--- src/rtl/mult_div_ctrl_seq.sv ---
// mult_div_ctrl_seq: control sequencer for the 16-bit shift-and-add multiplier and the
// 16-bit restoring divider datapath.
//   clk_i, reset_i          clock, asynchronous active-high reset
//   start_i, mult_div_i     request (sampled in IDLE), 1 = multiply / 0 = divide
//   a_lsb_i, a_zero_i       A[0] and A == 0 from the datapath
//   d_zero_i, z_neg_i       D == 0 (pre-decrement) and sign of CHi - A
//   neg1_i, neg2_i          captured operand signs
//   init_*_o, ld_*_o,       datapath strobes, registered, stable for a whole cycle
//   shift_*_o, set_q_o
//   alu_sel_o               0 PASS, 1 C+B, 2 CHi-A, 3 D-1, 4 -C, 5 -CLo
//   busy_o, done_1_o        busy outside IDLE, one-cycle completion strobe
//   div_err_o               divide by zero, sticky until the next accepted start
module mult_div_ctrl_seq #(
   parameter int unsigned ALU_W   = 3,
   parameter bit          ONE_HOT = 1'b0
) (
   input  logic             clk_i,
   input  logic             reset_i,
   input  logic             start_i,
   input  logic             mult_div_i,
   input  logic             a_lsb_i,
   input  logic             a_zero_i,
   input  logic             d_zero_i,
   input  logic             z_neg_i,
   input  logic             neg1_i,
   input  logic             neg2_i,
   output logic             init_mult_o,
   output logic             init_div_o,
   output logic             ld_c_z_o,
   output logic             ld_chi_z_o,
   output logic             ld_clo_z_o,
   output logic             ld_d_z_o,
   output logic             shift_a_o,
   output logic             shift_b_o,
   output logic             shift_c_l_o,
   output logic             set_q_o,
   output logic [ALU_W-1:0] alu_sel_o,
   output logic             busy_o,
   output logic             done_1_o,
   output logic             div_err_o
);

   localparam int unsigned StW = ONE_HOT ? 11 : 4;

   typedef enum logic [StW-1:0] {
      StIdle     = StW'(ONE_HOT ? (1 << 0)  : 0),
      StInit     = StW'(ONE_HOT ? (1 << 1)  : 1),
      StMulTest  = StW'(ONE_HOT ? (1 << 2)  : 2),
      StMulAdd   = StW'(ONE_HOT ? (1 << 3)  : 3),
      StMulShift = StW'(ONE_HOT ? (1 << 4)  : 4),
      StMulDec   = StW'(ONE_HOT ? (1 << 5)  : 5),
      StDivShl   = StW'(ONE_HOT ? (1 << 6)  : 6),
      StDivSub   = StW'(ONE_HOT ? (1 << 7)  : 7),
      StDivDec   = StW'(ONE_HOT ? (1 << 8)  : 8),
      StFix      = StW'(ONE_HOT ? (1 << 9)  : 9),
      StDone     = StW'(ONE_HOT ? (1 << 10) : 10)
   } state_e;

   localparam logic [ALU_W-1:0] AluPass  = ALU_W'(0);
   localparam logic [ALU_W-1:0] AluAdd   = ALU_W'(1);
   localparam logic [ALU_W-1:0] AluSub   = ALU_W'(2);
   localparam logic [ALU_W-1:0] AluDec   = ALU_W'(3);
   localparam logic [ALU_W-1:0] AluNeg   = ALU_W'(4);
   localparam logic [ALU_W-1:0] AluNegLo = ALU_W'(5);

   state_e           state_q, state_d;
   logic             mul_q, mul_d;
   logic             dz_q, dz_d;   // d_zero as seen on entry to a DEC state
   logic             init_mult_d, init_div_d, ld_c_z_d, ld_chi_z_d, ld_clo_z_d, ld_d_z_d;
   logic             shift_a_d, shift_b_d, shift_c_l_d, set_q_d, busy_d, done_1_d, div_err_d;
   logic [ALU_W-1:0] alu_sel_d;

   always_comb begin
      state_d     = state_q;
      mul_d       = mul_q;
      dz_d        = dz_q;
      div_err_d   = div_err_o;
      init_mult_d = 1'b0;
      init_div_d  = 1'b0;
      ld_c_z_d    = 1'b0;
      ld_chi_z_d  = 1'b0;
      ld_clo_z_d  = 1'b0;
      ld_d_z_d    = 1'b0;
      shift_a_d   = 1'b0;
      shift_b_d   = 1'b0;
      shift_c_l_d = 1'b0;
      set_q_d     = 1'b0;
      done_1_d    = 1'b0;
      alu_sel_d   = AluPass;

      unique case (state_q)
         StIdle: begin
            if (start_i) begin
               state_d = StInit;
               mul_d   = mult_div_i;
            end
         end
         StInit: begin
            if (mul_q) begin
               state_d = StMulTest;
            end else if (a_zero_i) begin
               state_d   = StDone;
               div_err_d = 1'b1;
            end else begin
               state_d = StDivShl;
            end
         end
         StMulTest:  state_d = a_lsb_i ? StMulAdd : StMulShift;
         StMulAdd:   state_d = StMulShift;
         StMulShift: begin
            state_d = StMulDec;
            dz_d    = d_zero_i;
         end
         StMulDec:   state_d = dz_q ? StFix : StMulTest;
         StDivShl:   state_d = StDivSub;
         StDivSub: begin
            state_d = StDivDec;
            dz_d    = d_zero_i;
         end
         StDivDec:   state_d = dz_q ? StFix : StDivShl;
         StFix:      state_d = StDone;
         StDone:     state_d = StIdle;
         default:    state_d = StIdle;
      endcase

      // Outputs are a function of the state being entered, so they are stable all cycle.
      busy_d = (state_d != StIdle);
      unique case (state_d)
         StInit: begin
            init_mult_d = mul_d;
            init_div_d  = ~mul_d;
            div_err_d   = 1'b0;
         end
         StMulAdd: begin
            alu_sel_d = AluAdd;
            ld_c_z_d  = 1'b1;
         end
         StMulShift: begin
            shift_a_d = 1'b1;
            shift_b_d = 1'b1;
         end
         StMulDec, StDivDec: begin
            alu_sel_d = AluDec;
            ld_d_z_d  = 1'b1;
         end
         StDivShl: begin
            shift_c_l_d = 1'b1;
            // Preselect CHi-A so z_neg has settled on the shifted C by the DIV_SUB entry edge.
            alu_sel_d   = AluSub;
         end
         StDivSub: begin
            alu_sel_d  = AluSub;
            ld_chi_z_d = ~z_neg_i;
            set_q_d    = ~z_neg_i;
         end
         StFix: begin
            if (neg1_i ^ neg2_i) begin
               if (mul_q) begin
                  alu_sel_d = AluNeg;
                  ld_c_z_d  = 1'b1;
               end else begin
                  alu_sel_d  = AluNegLo;
                  ld_clo_z_d = 1'b1;
               end
            end
         end
         StDone:  done_1_d = 1'b1;
         default: ;
      endcase
   end

   always_ff @(posedge clk_i or posedge reset_i) begin
      if (reset_i) begin
         state_q     <= StIdle;
         mul_q       <= 1'b0;
         dz_q        <= 1'b0;
         init_mult_o <= 1'b0;
         init_div_o  <= 1'b0;
         ld_c_z_o    <= 1'b0;
         ld_chi_z_o  <= 1'b0;
         ld_clo_z_o  <= 1'b0;
         ld_d_z_o    <= 1'b0;
         shift_a_o   <= 1'b0;
         shift_b_o   <= 1'b0;
         shift_c_l_o <= 1'b0;
         set_q_o     <= 1'b0;
         alu_sel_o   <= AluPass;
         busy_o      <= 1'b0;
         done_1_o    <= 1'b0;
         div_err_o   <= 1'b0;
      end else begin
         state_q     <= state_d;
         mul_q       <= mul_d;
         dz_q        <= dz_d;
         init_mult_o <= init_mult_d;
         init_div_o  <= init_div_d;
         ld_c_z_o    <= ld_c_z_d;
         ld_chi_z_o  <= ld_chi_z_d;
         ld_clo_z_o  <= ld_clo_z_d;
         ld_d_z_o    <= ld_d_z_d;
         shift_a_o   <= shift_a_d;
         shift_b_o   <= shift_b_d;
         shift_c_l_o <= shift_c_l_d;
         set_q_o     <= set_q_d;
         alu_sel_o   <= alu_sel_d;
         busy_o      <= busy_d;
         done_1_o    <= done_1_d;
         div_err_o   <= div_err_d;
      end
   end

endmodule

--- config.mk ---
export PLATFORM = sky130hd
export DESIGN_NAME = mult_div_ctrl_seq
export DESIGN_NICKNAME = d
export VERILOG_FILES = /design/src/rtl/mult_div_ctrl_seq.sv
export SDC_FILE = /design/constraint.sdc
export NUM_CORES = 1
export LEC_CHECK = 0
export CAP_MARGIN = 20
export CORE_UTILIZATION = 36
export DETAILED_ROUTE_END_ITERATION = 10
export PLACE_DENSITY = 0.72
export SYNTH_ARGS = -nofsm -noshare
export SYNTH_HDL_FRONTEND = slang
export SYNTH_SLANG_ARGS = --single-unit
--- constraint.sdc ---
create_clock -name clk_i -period 1.6 [get_ports clk_i]
set_clock_uncertainty 0.05 [all_clocks]
set_input_delay 0.16 -clock clk_i [delete_from_list [all_inputs] [get_ports clk_i]]
set_output_delay 0.16 -clock clk_i [all_outputs]
set_load 0.05 [all_outputs]
==> run_summary.xml, run 1 <==
<?xml version="1.0" encoding="UTF-8"?>
<metrics>
  <group name="outcome">
    <metric name="outcome" unit="">complete, no violations</metric>
  </group>
  <group name="pwr">
    <metric name="static-leakage-power" unit="nW">0.6167</metric>
    <metric name="cell_internal_pwr" unit="mW">1.477</metric>
    <metric name="power_per_cell_area" unit="mW/mm^2">2115</metric>
    <metric name="p_switching" unit="mW">1.220</metric>
    <metric name="power.clock.fraction" unit="%">15.2</metric>
    <metric name="swShare" unit="%">45.22</metric>
    <metric name="pwr-share-seq" unit="%">32.9</metric>
    <metric name="post-layout-total-power" unit="mW">2.697</metric>
    <metric name="power.share.combinational" unit="%">52.0</metric>
    <metric name="ir_worst_vdd" unit="uV">1351</metric>
  </group>
  <group name="placement">
    <metric name="dpl.cell_count" unit="">144</metric>
    <metric name="place.detailed.hpwl" unit="mm">1.302</metric>
    <metric name="place.port_buffers" unit="">25</metric>
    <metric name="placement.cell_area" unit="mm^2">0.001217</metric>
    <metric name="place_congestion" unit="">0.8742</metric>
  </group>
  <group name="cells_and_area">
    <metric name="fin_nets" unit="">129</metric>
    <metric name="num-fill-cells" unit="">236</metric>
    <metric name="layout_commonest_cell" unit="">sky130_fd_sc_hd__buf_4</metric>
    <metric name="largest_register_ffs" unit="">4</metric>
    <metric name="final_design_area_no_fill" unit="mm^2">0.001275</metric>
    <metric name="regMostFlops" unit="">state_q</metric>
    <metric name="diode_insertion_count_for_antenna_repair" unit="">0</metric>
    <metric name="biggestRegsByFlops" unit="">state_q x4, alu_sel_o x3</metric>
    <metric name="finish.cell_count_without_fillers" unit="">148</metric>
    <metric name="layout_common_cells" unit="">22 x sky130_fd_sc_hd__buf_4, 16 x sky130_fd_sc_hd__dfrtp_1, 11 x sky130_fd_sc_hd__nor2_1</metric>
    <metric name="drive_above_1_share" unit="%">33.90</metric>
    <metric name="areaGrowthSynthToFinish" unit="%">31.31</metric>
  </group>
  <group name="route">
    <metric name="detail_route.drc_violations" unit="">0</metric>
    <metric name="dr_total_vias" unit="">712</metric>
    <metric name="ant_nets" unit="">0</metric>
    <metric name="vias_per_cell" unit="">4.811</metric>
    <metric name="drt-initial-drc-count" unit="">13</metric>
    <metric name="route.final.wire_length" unit="mm">1.778</metric>
    <metric name="drt-wirelength-per-cell" unit="um">12.01</metric>
    <metric name="drt_pass1_iterations" unit="">4</metric>
  </group>
  <group name="yosys">
    <metric name="synthMuxAreaShare" unit="%">1.160</metric>
    <metric name="ranking_of_synthesized_cells_by_area" unit="">sky130_fd_sc_hd__dfrtp_1 52%, sky130_fd_sc_hd__nor2_1 4.3%, sky130_fd_sc_hd__nand2b_1 3.2%</metric>
    <metric name="post_synthesis_average_cell_area" unit="um^2">10.91</metric>
    <metric name="synth_top_area_share" unit="%">51.55</metric>
    <metric name="post_synth_inst_count" unit="">89</metric>
    <metric name="synth_area_in_xor_xnor" unit="%">1.804</metric>
    <metric name="synth_top_family_by_area" unit="">simple AND/OR/NAND/NOR gates</metric>
    <metric name="post_synth_fa_ha_maj_area_fraction" unit="%">0</metric>
    <metric name="netlist_area" unit="um^2">970.9</metric>
    <metric name="yosys.area.top_type" unit="">sky130_fd_sc_hd__dfrtp_1</metric>
    <metric name="synth_compound_gate_area_share" unit="%">12.50</metric>
    <metric name="synth_sequential_area_ratio" unit="%">51.55</metric>
    <metric name="ys_seq_elements" unit="">20</metric>
    <metric name="synth-main-ff-cell" unit="">sky130_fd_sc_hd__dfrtp_1</metric>
    <metric name="mappedNetlistNets" unit="">99</metric>
    <metric name="distinct_cell_type_count_after_synthesis" unit="">38</metric>
    <metric name="synth-edff-count" unit="">0</metric>
    <metric name="yosys.area_share.simple" unit="%">25.52</metric>
    <metric name="synth-warning-count" unit="">0</metric>
    <metric name="synth_async_sr_flop_share" unit="%">100.0</metric>
  </group>
  <group name="sta">
    <metric name="final.period_utilization" unit="%">96.06</metric>
    <metric name="grt_setup_unrepaired" unit="">no</metric>
    <metric name="max_clock_freq" unit="GHz">0.6506</metric>
    <metric name="fin_tns_setup" unit="ps">0</metric>
    <metric name="hold_ws" unit="ps">113.7</metric>
    <metric name="finalWorstPathRequiredPeriod" unit="ps">1537</metric>
    <metric name="finalSetupViolCount" unit="">0</metric>
    <metric name="finalHoldViolCount" unit="">0</metric>
    <metric name="maxSlewViolCount" unit="">0</metric>
    <metric name="worst_pin_slew" unit="ps">378.6</metric>
    <metric name="worst_slew_margin_rel" unit="%">74.61</metric>
  </group>
  <group name="cts">
    <metric name="worst_skew_pair.late_latency" unit="ps">300</metric>
    <metric name="post_cts_resized" unit="">0</metric>
    <metric name="post-cts-setup-buffers" unit="">0</metric>
    <metric name="cts_hold_buffers" unit="">0</metric>
    <metric name="deepest_clock_path_buffer_count" unit="">2</metric>
    <metric name="clock_tree.root_cell" unit="">sky130_fd_sc_hd__clkbuf_4</metric>
    <metric name="htree_num_levels" unit="">1</metric>
    <metric name="tritoncts" unit="">done</metric>
    <metric name="clkSlewWorstSetupHoldPaths" unit="ps">110</metric>
    <metric name="cts.sink_count" unit="">20</metric>
    <metric name="cts_made_buffers" unit="">3</metric>
  </group>
  <group name="critical_path">
    <metric name="arrival" unit="ps">1720</metric>
    <metric name="worst_setup_path_end_kind" unit="">flop</metric>
    <metric name="worst_ep_required_time" unit="ps">1780</metric>
    <metric name="worst_r2r_path_depth" unit="">4</metric>
    <metric name="class_of_the_most_critical_setup_path" unit="">reg2reg</metric>
    <metric name="cp-start-kind" unit="">flop</metric>
    <metric name="worst-path-max-fanout" unit="">11</metric>
  </group>
  <group name="global_routing">
    <metric name="number_of_global_route_vias_before_repair" unit="">610</metric>
    <metric name="grt_start_max_net_pins" unit="">21</metric>
    <metric name="global_route.usage.total" unit="%">14.11</metric>
    <metric name="grt_pass1_wl" unit="mm">2.835</metric>
    <metric name="global_route_overflow" unit="">0</metric>
    <metric name="number_of_antenna_violations_at_the_first_check_in_global_routing" unit="">0</metric>
  </group>
  <group name="die">
    <metric name="die-area" unit="mm^2">0.002908</metric>
    <metric name="initial_core_util" unit="%">38.49</metric>
    <metric name="design.portCount" unit="">26</metric>
    <metric name="num_rows" unit="">18</metric>
    <metric name="die_x" unit="um">53.93</metric>
    <metric name="die_span_y" unit="um">53.93</metric>
    <metric name="core_area" unit="mm^2">0.002522</metric>
  </group>
  <group name="min_path">
    <metric name="min_path_type" unit="">in2async</metric>
  </group>
  <group name="run">
    <metric name="drv.max_cap_violation_count" unit="">0</metric>
  </group>
</metrics>
## power groups by stage
stage | registers, mW | logic, mW | clock network (mW)
finish | 0.886 | 1.40 | 0.409
global route | 0.914 | 1.52 | 0.443
CTS | 0.872 | 1.41 | 0.420
detailed placement | 0.877 | 1.41 | 0
global placement | 0.880 | 1.38 | 0
floorplan | 1.13 | 0.813 | 0
## worst max-delay path, cell delays in order (launching register included)
cell                       delay [ps]
sky130_fd_sc_hd__dfrtp_2          500
sky130_fd_sc_hd__or4b_1           540
sky130_fd_sc_hd__o21ai_2          100
sky130_fd_sc_hd__a211oi_4         110
sky130_fd_sc_hd__a22oi_2          160
## synthesized netlist by cell type (2+ instances only)
master                     count
sky130_fd_sc_hd__o21ai_2       2
sky130_fd_sc_hd__nand3_1       4
sky130_fd_sc_hd__xor2_1        2
sky130_fd_sc_hd__nand2b_1      5
sky130_fd_sc_hd__buf_4         4
sky130_fd_sc_hd__nand2_1       4
sky130_fd_sc_hd__a211oi_1      2
sky130_fd_sc_hd__dfrtp_1      20
sky130_fd_sc_hd__inv_1         6
sky130_fd_sc_hd__nor2_1       11
sky130_fd_sc_hd__nor2b_1       2
## worst paths after layout
kind | start | end | slack, ps
max reg2reg | state_q[1] | alu_sel_o[1] | 60
min in group clk_i | z_neg_i | set_q_o | 350
min | reset_i | shift_c_l_o | 110
min reg2reg | div_err_o | div_err_o | 480
max in group asynchronous | reset_i | state_q[3] | 1160
max | state_q[1] | alu_sel_o[1] | 60
## logic make-up after synthesis
family | Yosys count
muxes | 1
DFF | 20
buffers and inverters | 13
and+or+nand+nor | 39
AOI/OAI and AO/OA | 14
xor gates and xnor gates | 2
## layout make-up
type | count | area [um^2] | area share (%)
Multi-Input combinational cell | 56 | 397.9 | 31.21
Timing Repair Buffer | 31 | 255.2 | 20.02
Clock inverter | 1 | 30.03 | 2.355
Clock buffer | 3 | 22.52 | 1.766
Sequential cell | 20 | 505.5 | 39.65
Tap cell | 30 | 37.54 | 2.944
Inverter | 7 | 26.28 | 2.061
## metrics by stage
stage	utilization, %	setup slack, ps
after floorplan	-	235.8
after global placement	48.26	14.33
after detailed placement	48.26	-38.71
after CTS	50.35	14.73
after global routing	50.55	10.95
final	50.55	62.97
## routing by layer
metal	routed length (um)	up-vias	GRT usage [%]	part of all wire, %
li1	-	364	-	-
met1	881	327	20.32	50
met2	780	19	18.93	44
met3	106	2	5.932	6.0
met4	10	0	3.947	0.56
met5	0	-	0	0
(Power assumes the default switching activity.)
==> run 2, diff against run 1 <==
Settings changed: CORE_UTILIZATION 36 to 42, PLACE_DENSITY 0.72 to 0.84.
Clock period 1.6 ns to 1.3 ns, I/O delays scaled along.
==> run 2 against run 1 <==
The run now ends with negative setup slack left. Global-route usage grew 15 points. Maximum frequency down 1.1%. Combinational power up 130%. Sequential power grew 33%. First-iteration DRC count grew to 2.6 times the previous value. Critical path depth increased by 1. Routed wire length increased by 110%. Worst setup slack got worse by 320 ps. Clock-buffer cell count grew 1. Critical path type unchanged.
==> run_summary.xml, run 2 (synthesis results as in run 1) <==
<?xml version="1.0" encoding="UTF-8"?>
<metrics>
  <group name="sta">
    <metric name="maxSlewViolCount" unit="">0</metric>
    <metric name="final.period_utilization" unit="%">119.5</metric>
    <metric name="hold_ws" unit="ps">91.98</metric>
    <metric name="worst_slew_margin_rel" unit="%">74.38</metric>
    <metric name="worst_pin_slew" unit="ps">383.3</metric>
    <metric name="setup_slack" unit="ps">-253.9</metric>
    <metric name="finalSetupViolCount" unit="">14</metric>
    <metric name="finalWorstPathRequiredPeriod" unit="ps">1554</metric>
    <metric name="max_clock_freq" unit="GHz">0.6435</metric>
    <metric name="grt_setup_unrepaired" unit="">yes</metric>
    <metric name="finalHoldViolCount" unit="">0</metric>
  </group>
  <group name="global_routing">
    <metric name="grt_start_max_net_pins" unit="">21</metric>
    <metric name="grt.met2_usage" unit="%">52.00</metric>
    <metric name="global_route_overflow" unit="">0</metric>
    <metric name="number_of_global_route_vias_before_repair" unit="">1029</metric>
    <metric name="grt_most_used_layer" unit="">met2</metric>
    <metric name="number_of_antenna_violations_at_the_first_check_in_global_routing" unit="">0</metric>
    <metric name="grt_pass1_wl" unit="mm">5.092</metric>
    <metric name="global_route.usage.total" unit="%">28.66</metric>
    <metric name="gr-usage-met3" unit="%">2.469</metric>
    <metric name="met1_track_demand_over_resource_in_global_routing" unit="%">31.63</metric>
  </group>
  <group name="placement">
    <metric name="place.detailed.hpwl" unit="mm">2.127</metric>
    <metric name="place_congestion" unit="">0.8636</metric>
    <metric name="dpl.cell_count" unit="">160</metric>
    <metric name="place.port_buffers" unit="">25</metric>
    <metric name="dpl_worst_slack" unit="ps">-262.2</metric>
  </group>
  <group name="cells_and_area">
    <metric name="biggestRegsByFlops" unit="">state_q x4, alu_sel_o x3</metric>
    <metric name="diode_insertion_count_for_antenna_repair" unit="">0</metric>
    <metric name="num-fill-cells" unit="">106</metric>
    <metric name="area.sequential" unit="um^2">505.5</metric>
    <metric name="regMostFlops" unit="">state_q</metric>
    <metric name="largest_register_ffs" unit="">4</metric>
    <metric name="areaGrowthSynthToFinish" unit="%">87.11</metric>
    <metric name="layout_common_cells" unit="">26 x sky130_fd_sc_hd__buf_4, 16 x sky130_fd_sc_hd__dfrtp_1, 16 x sky130_fd_sc_hd__buf_12</metric>
    <metric name="finish.cell_count_without_fillers" unit="">175</metric>
    <metric name="fin_nets" unit="">158</metric>
    <metric name="drive_above_1_share" unit="%">58.50</metric>
    <metric name="footprint_of_the_multi_input_gates" unit="um^2">506.7</metric>
    <metric name="layout_commonest_cell" unit="">sky130_fd_sc_hd__buf_4</metric>
  </group>
  <group name="cts">
    <metric name="worst_skew_pair.late_latency" unit="ps">310</metric>
    <metric name="clkSlewWorstSetupHoldPaths" unit="ps">120</metric>
    <metric name="htree_num_levels" unit="">1</metric>
    <metric name="clock_tree.root_cell" unit="">sky130_fd_sc_hd__clkbuf_4</metric>
    <metric name="tritoncts" unit="">done</metric>
    <metric name="cts_made_buffers" unit="">3</metric>
    <metric name="cts.sink_count" unit="">20</metric>
    <metric name="deepest_clock_path_buffer_count" unit="">2</metric>
  </group>
  <group name="critical_path">
    <metric name="r2r_start" unit="">state_q[2]</metric>
    <metric name="cp-start-kind" unit="">flop</metric>
    <metric name="crit-reg2reg-capture" unit="">busy_o</metric>
    <metric name="worst_r2r_path_depth" unit="">5</metric>
    <metric name="worst_setup_path_end_kind" unit="">flop</metric>
    <metric name="arrival" unit="ps">1680</metric>
    <metric name="rrSetupSlack" unit="ps">-250</metric>
    <metric name="class_of_the_most_critical_setup_path" unit="">reg2reg</metric>
    <metric name="worst_ep_required_time" unit="ps">1420</metric>
    <metric name="worst-path-max-fanout" unit="">6</metric>
  </group>
  <group name="die">
    <metric name="num_rows" unit="">17</metric>
    <metric name="die_span_y" unit="um">50.08</metric>
    <metric name="core_area" unit="mm^2">0.002191</metric>
    <metric name="initial_core_util" unit="%">44.32</metric>
    <metric name="design.portCount" unit="">26</metric>
    <metric name="die-area" unit="mm^2">0.002508</metric>
    <metric name="die_x" unit="um">50.08</metric>
  </group>
  <group name="pwr">
    <metric name="static-leakage-power" unit="nW">0.8505</metric>
    <metric name="ir_worst_vdd" unit="uV">1838</metric>
    <metric name="power_per_cell_area" unit="mW/mm^2">2616</metric>
  </group>
  <group name="route">
    <metric name="drt-initial-drc-count" unit="">34</metric>
    <metric name="ant_nets" unit="">0</metric>
    <metric name="drt_pass1_iterations" unit="">4</metric>
    <metric name="route.final.wire_length" unit="mm">3.734</metric>
    <metric name="detail_route.drc_violations" unit="">0</metric>
    <metric name="vias_per_cell" unit="">5.663</metric>
    <metric name="drt-wirelength-per-cell" unit="um">21.34</metric>
    <metric name="dr_total_vias" unit="">991</metric>
  </group>
  <group name="run">
    <metric name="drv.max_cap_violation_count" unit="">0</metric>
  </group>
  <group name="min_path">
    <metric name="min_path_type" unit="">in2async</metric>
  </group>
  <group name="outcome">
    <metric name="outcome" unit="">complete, but fails checks</metric>
    <metric name="failed_checks" unit="">negative setup slack</metric>
  </group>
</metrics>
[run 2: changes by cell type in the layout (fill, tap and decap cells not counted), sizes merged]
cell | previous run | this run
bufinv | 1 | 0
clkbuf | 3 | 4
buf | 22 | 51
[run 2: final cells by class]
type                       count  area share [%]
sequential                    20           27.82
multi-input combinational     56           27.89
clock buffer                   4           1.997
tap                           28           1.928
timing repair buffer          60           38.91
inverter                       7           1.446
[run 2: worst max-delay path, cell delays in order (launching register included)]
cell	delay, ps
sky130_fd_sc_hd__dfrtp_2	490
sky130_fd_sc_hd__buf_4	170
sky130_fd_sc_hd__nand2b_1	120
sky130_fd_sc_hd__nor2_1	110
sky130_fd_sc_hd__a211oi_4	350
sky130_fd_sc_hd__nand3_1	130
[run 2: through the flow]
stage                     util [%]  TNS, ps  power, mW  cell area [um^2]
after floorplan                  -   -191.1      2.409             985.9
after global placement       71.44    -1423      3.521              1565
after detailed placement     71.44    -2215      3.668              1565
after CTS                    79.33    -1807      4.384              1738
after global routing         82.92    -3242      4.911              1817
final                        82.92    -2682      4.753              1817
[run 2: how the worst max path moves through the flow]
stage | slack (ps) | end | from | cells past startpoint
global placement | -180 | alu_sel_o[1] | a_lsb_i | 5
finish | -250 | busy_o | state_q[2] | 5
global route | -300 | busy_o | state_q[0] | 5
detailed placement | -260 | alu_sel_o[1] | a_lsb_i | 5
CTS | -190 | alu_sel_o[1] | state_q[1] | 4
floorplan | -60 | dz_q | state_q[1] | 4
[run 2: repair_timing]
action | CTS | global route
hold buffers | 0 | 0
gates resized for setup | 24 | 13
setup buffers | 8 | 3
pin swaps | 6 | 5
setup endpoints to repair | 17 | 16
[run 2: metal layers]
layer | up-vias | wire length (um) | share of wire [%]
li1 | 416 | - | -
met1 | 475 | 1353 | 36
met2 | 76 | 1913 | 51
met3 | 24 | 258 | 6.9
met4 | 0 | 208 | 5.6
met5 | - | 0 | 0
[run 2: report_power, final]
group	leakage (nW)	total, mW	switching [mW]	internal [mW]
clock	0.0210	0.369	0.198	0.171
sequential	0.255	1.18	0.337	0.846
combinational	0.574	3.20	1.59	1.61
total	0.850	4.75	2.13	2.62
==> run 3, diff against run 2 <==
Settings changed: CORE_UTILIZATION 42 to 59, DONT_BUFFER_PORTS set to 1, PLACE_DENSITY 0.84 to 0.85.
Clock period 1.3 ns to 1.7 ns, I/O delays scaled along.
==> run 3 against run 2 <==
Critical path type unchanged. Via count decreased by 30%. The flow now finishes without violations. Register-to-register slack improved by 370 ps. Flip-flop and latch count stayed put. Largest cell class is now sequential cells. Core utilization decreased by 13 points. Maximum frequency shrank 1.9%. Total power is 50% lower. Critical path depth fell by 1. Global-route usage decreased by 5.7 points. Cell count is 37% lower. Sequential power fell by 3%.
==> run_summary.xml, run 3 (synthesis results as in run 1) <==
<?xml version="1.0" encoding="UTF-8"?>
<metrics>
  <group name="cells_and_area">
    <metric name="footprint_of_the_multi_input_gates" unit="um^2">397.9</metric>
    <metric name="layout_common_cells" unit="">18 x sky130_fd_sc_hd__dfrtp_1, 11 x sky130_fd_sc_hd__nor2_1, 6 x sky130_fd_sc_hd__inv_1</metric>
    <metric name="largest_register_ffs" unit="">4</metric>
    <metric name="biggestRegsByFlops" unit="">state_q x4, alu_sel_o x3</metric>
    <metric name="area.sequential" unit="um^2">503.0</metric>
    <metric name="regMostFlops" unit="">state_q</metric>
    <metric name="fin_nets" unit="">106</metric>
    <metric name="drive_above_1_share" unit="%">21.05</metric>
    <metric name="diode_insertion_count_for_antenna_repair" unit="">0</metric>
    <metric name="areaGrowthSynthToFinish" unit="%">10.18</metric>
    <metric name="final_design_area_no_fill" unit="mm^2">0.001070</metric>
    <metric name="num-fill-cells" unit="">88</metric>
    <metric name="layout_commonest_cell" unit="">sky130_fd_sc_hd__dfrtp_1</metric>
  </group>
  <group name="placement">
    <metric name="place.port_buffers" unit="">0</metric>
    <metric name="place_congestion" unit="">0.9098</metric>
    <metric name="placement.cell_area" unit="um^2">974.7</metric>
    <metric name="place.detailed.hpwl" unit="mm">1.229</metric>
  </group>
  <group name="route">
    <metric name="drt_pass1_iterations" unit="">4</metric>
    <metric name="drt-initial-drc-count" unit="">18</metric>
    <metric name="dr_total_vias" unit="">690</metric>
    <metric name="ant_nets" unit="">0</metric>
    <metric name="route.final.wire_length" unit="mm">1.777</metric>
    <metric name="detail_route.drc_violations" unit="">0</metric>
    <metric name="drt-wirelength-per-cell" unit="um">16.01</metric>
    <metric name="vias_per_cell" unit="">6.216</metric>
  </group>
  <group name="critical_path">
    <metric name="cp-start-kind" unit="">flop</metric>
    <metric name="class_of_the_most_critical_setup_path" unit="">reg2reg</metric>
    <metric name="worst_setup_path_end_kind" unit="">flop</metric>
    <metric name="arrival" unit="ps">1760</metric>
    <metric name="cpPeakStageDelay" unit="ps">530</metric>
    <metric name="worst_ep_required_time" unit="ps">1870</metric>
    <metric name="timing.critical_path.cells" unit="">or2b_1 &gt; nor3_1 &gt; nor4b_2 &gt; a22oi_2</metric>
    <metric name="startpoint" unit="">state_q[1]</metric>
    <metric name="r2r_start" unit="">state_q[1]</metric>
    <metric name="critical-path-slowest-cell" unit="">sky130_fd_sc_hd__dfrtp_2</metric>
    <metric name="worst-path-max-fanout" unit="">15</metric>
  </group>
  <group name="pwr">
    <metric name="static-leakage-power" unit="nW">0.5080</metric>
    <metric name="ir_worst_vdd" unit="uV">1687</metric>
    <metric name="power_per_cell_area" unit="mW/mm^2">2205</metric>
  </group>
  <group name="sta">
    <metric name="finalWorstPathRequiredPeriod" unit="ps">1584</metric>
    <metric name="grt_setup_unrepaired" unit="">no</metric>
    <metric name="max_clock_freq" unit="GHz">0.6313</metric>
    <metric name="finalHoldViolCount" unit="">0</metric>
    <metric name="worst_pin_slew" unit="ps">710.4</metric>
    <metric name="fin_tns_setup" unit="ps">0</metric>
    <metric name="maxSlewViolCount" unit="">0</metric>
    <metric name="worst_slew_margin_rel" unit="%">52.58</metric>
    <metric name="finalSetupViolCount" unit="">0</metric>
    <metric name="final.period_utilization" unit="%">93.17</metric>
  </group>
  <group name="global_routing">
    <metric name="grt_most_used_layer" unit="">met2</metric>
    <metric name="global_route.usage.total" unit="%">22.92</metric>
    <metric name="number_of_global_route_vias_before_repair" unit="">665</metric>
    <metric name="gr-usage-met3" unit="%">6.897</metric>
    <metric name="global_route_overflow" unit="">0</metric>
    <metric name="met1_track_demand_over_resource_in_global_routing" unit="%">29.02</metric>
    <metric name="grt_start_max_net_pins" unit="">21</metric>
    <metric name="grt.met2_usage" unit="%">34.15</metric>
    <metric name="number_of_antenna_violations_at_the_first_check_in_global_routing" unit="">0</metric>
    <metric name="grt_pass1_wl" unit="mm">3.001</metric>
  </group>
  <group name="die">
    <metric name="core_area" unit="mm^2">0.001524</metric>
    <metric name="die-area" unit="mm^2">0.001812</metric>
    <metric name="design.portCount" unit="">26</metric>
    <metric name="die_span_y" unit="um">42.57</metric>
    <metric name="die_x" unit="um">42.57</metric>
    <metric name="initial_core_util" unit="%">63.71</metric>
    <metric name="num_rows" unit="">14</metric>
  </group>
  <group name="cts">
    <metric name="htree_num_levels" unit="">1</metric>
    <metric name="clkSlewWorstSetupHoldPaths" unit="ps">110</metric>
    <metric name="cts_made_buffers" unit="">3</metric>
    <metric name="cts.sink_count" unit="">20</metric>
    <metric name="post-cts-setup-buffers" unit="">0</metric>
    <metric name="tritoncts" unit="">done</metric>
    <metric name="worst_skew_pair.late_latency" unit="ps">300</metric>
    <metric name="deepest_clock_path_buffer_count" unit="">2</metric>
    <metric name="clock_tree.root_cell" unit="">sky130_fd_sc_hd__clkbuf_4</metric>
  </group>
  <group name="outcome">
    <metric name="outcome" unit="">complete, no violations</metric>
  </group>
  <group name="min_path">
    <metric name="min_path_type" unit="">in2reg</metric>
    <metric name="holdCritStartpoint" unit="">a_zero_i</metric>
  </group>
  <group name="run">
    <metric name="drv.max_cap_violation_count" unit="">0</metric>
  </group>
</metrics>
run 3: cell type report:
class                           instances  area share, %
Clock buffer                            3          2.105
Tap cell                               16          1.871
Multi-Input combinational cell         56          37.19
Timing Repair Buffer                    8          6.550
Sequential cell                        20          47.02
Inverter                                7          2.456
Clock inverter                          1          2.807
run 3: final timing paths:
check | to | slack (ps) | cells after the start
min in group asynchronous | ld_d_z_o | 360 | 2
setup / recovery | alu_sel_o[1] | 120 | 4
max in group asynchronous | state_q[1] | 740 | 2
setup reg to reg | alu_sel_o[1] | 120 | 4
hold / removal | state_q[3] | 3 | 2
hold reg to reg | dz_q | 530 | 1
run 3: per-layer routing:
layer | wire length [um] | part of all wire [%]
met1 | 665 | 37
met2 | 970 | 55
met3 | 98 | 5.5
met4 | 43 | 2.4
met5 | 0 | 0
run 3: repair_timing:
action                                  in CTS  in global routing
hold endpoints to repair                    24                  0
resized for setup                            0                  2
hold buffers                                 4                  0
endpoints found under the setup margin       0                  4
run 3: critical path, delay by kind of cell (launching register included):
| family | cells | cell delay [ps] |
|---|---|---|
| flip-flops | 1 | 530 |
| AO/OA/AOI/OAI | 1 | 130 |
| AND/OR/NAND/NOR | 3 | 790 |
run 3: report_power, final:
group / leakage, nW / internal, mW / switching (mW)
logic: 0.222 / 0.348 / 0.495
clock network: 0.0279 / 0.238 / 0.140
registers: 0.258 / 0.637 / 0.501
total: 0.508 / 1.22 / 1.14
run 3: metrics by stage:
step	power, mW	util (%)	hold slack [ps]	setup WS (ps)	cells
2_1_floorplan	1.825	-	83.83	335.8	89
3_3_place_gp	1.909	63.96	155.7	157.6	103
3_5_place_dp	1.953	63.96	156.9	65.44	103
4_1_cts	2.348	70.03	1.140	44.74	111
5_1_grt	2.497	70.20	3.275	33.14	111
6_report	2.359	70.20	2.867	116.1	111
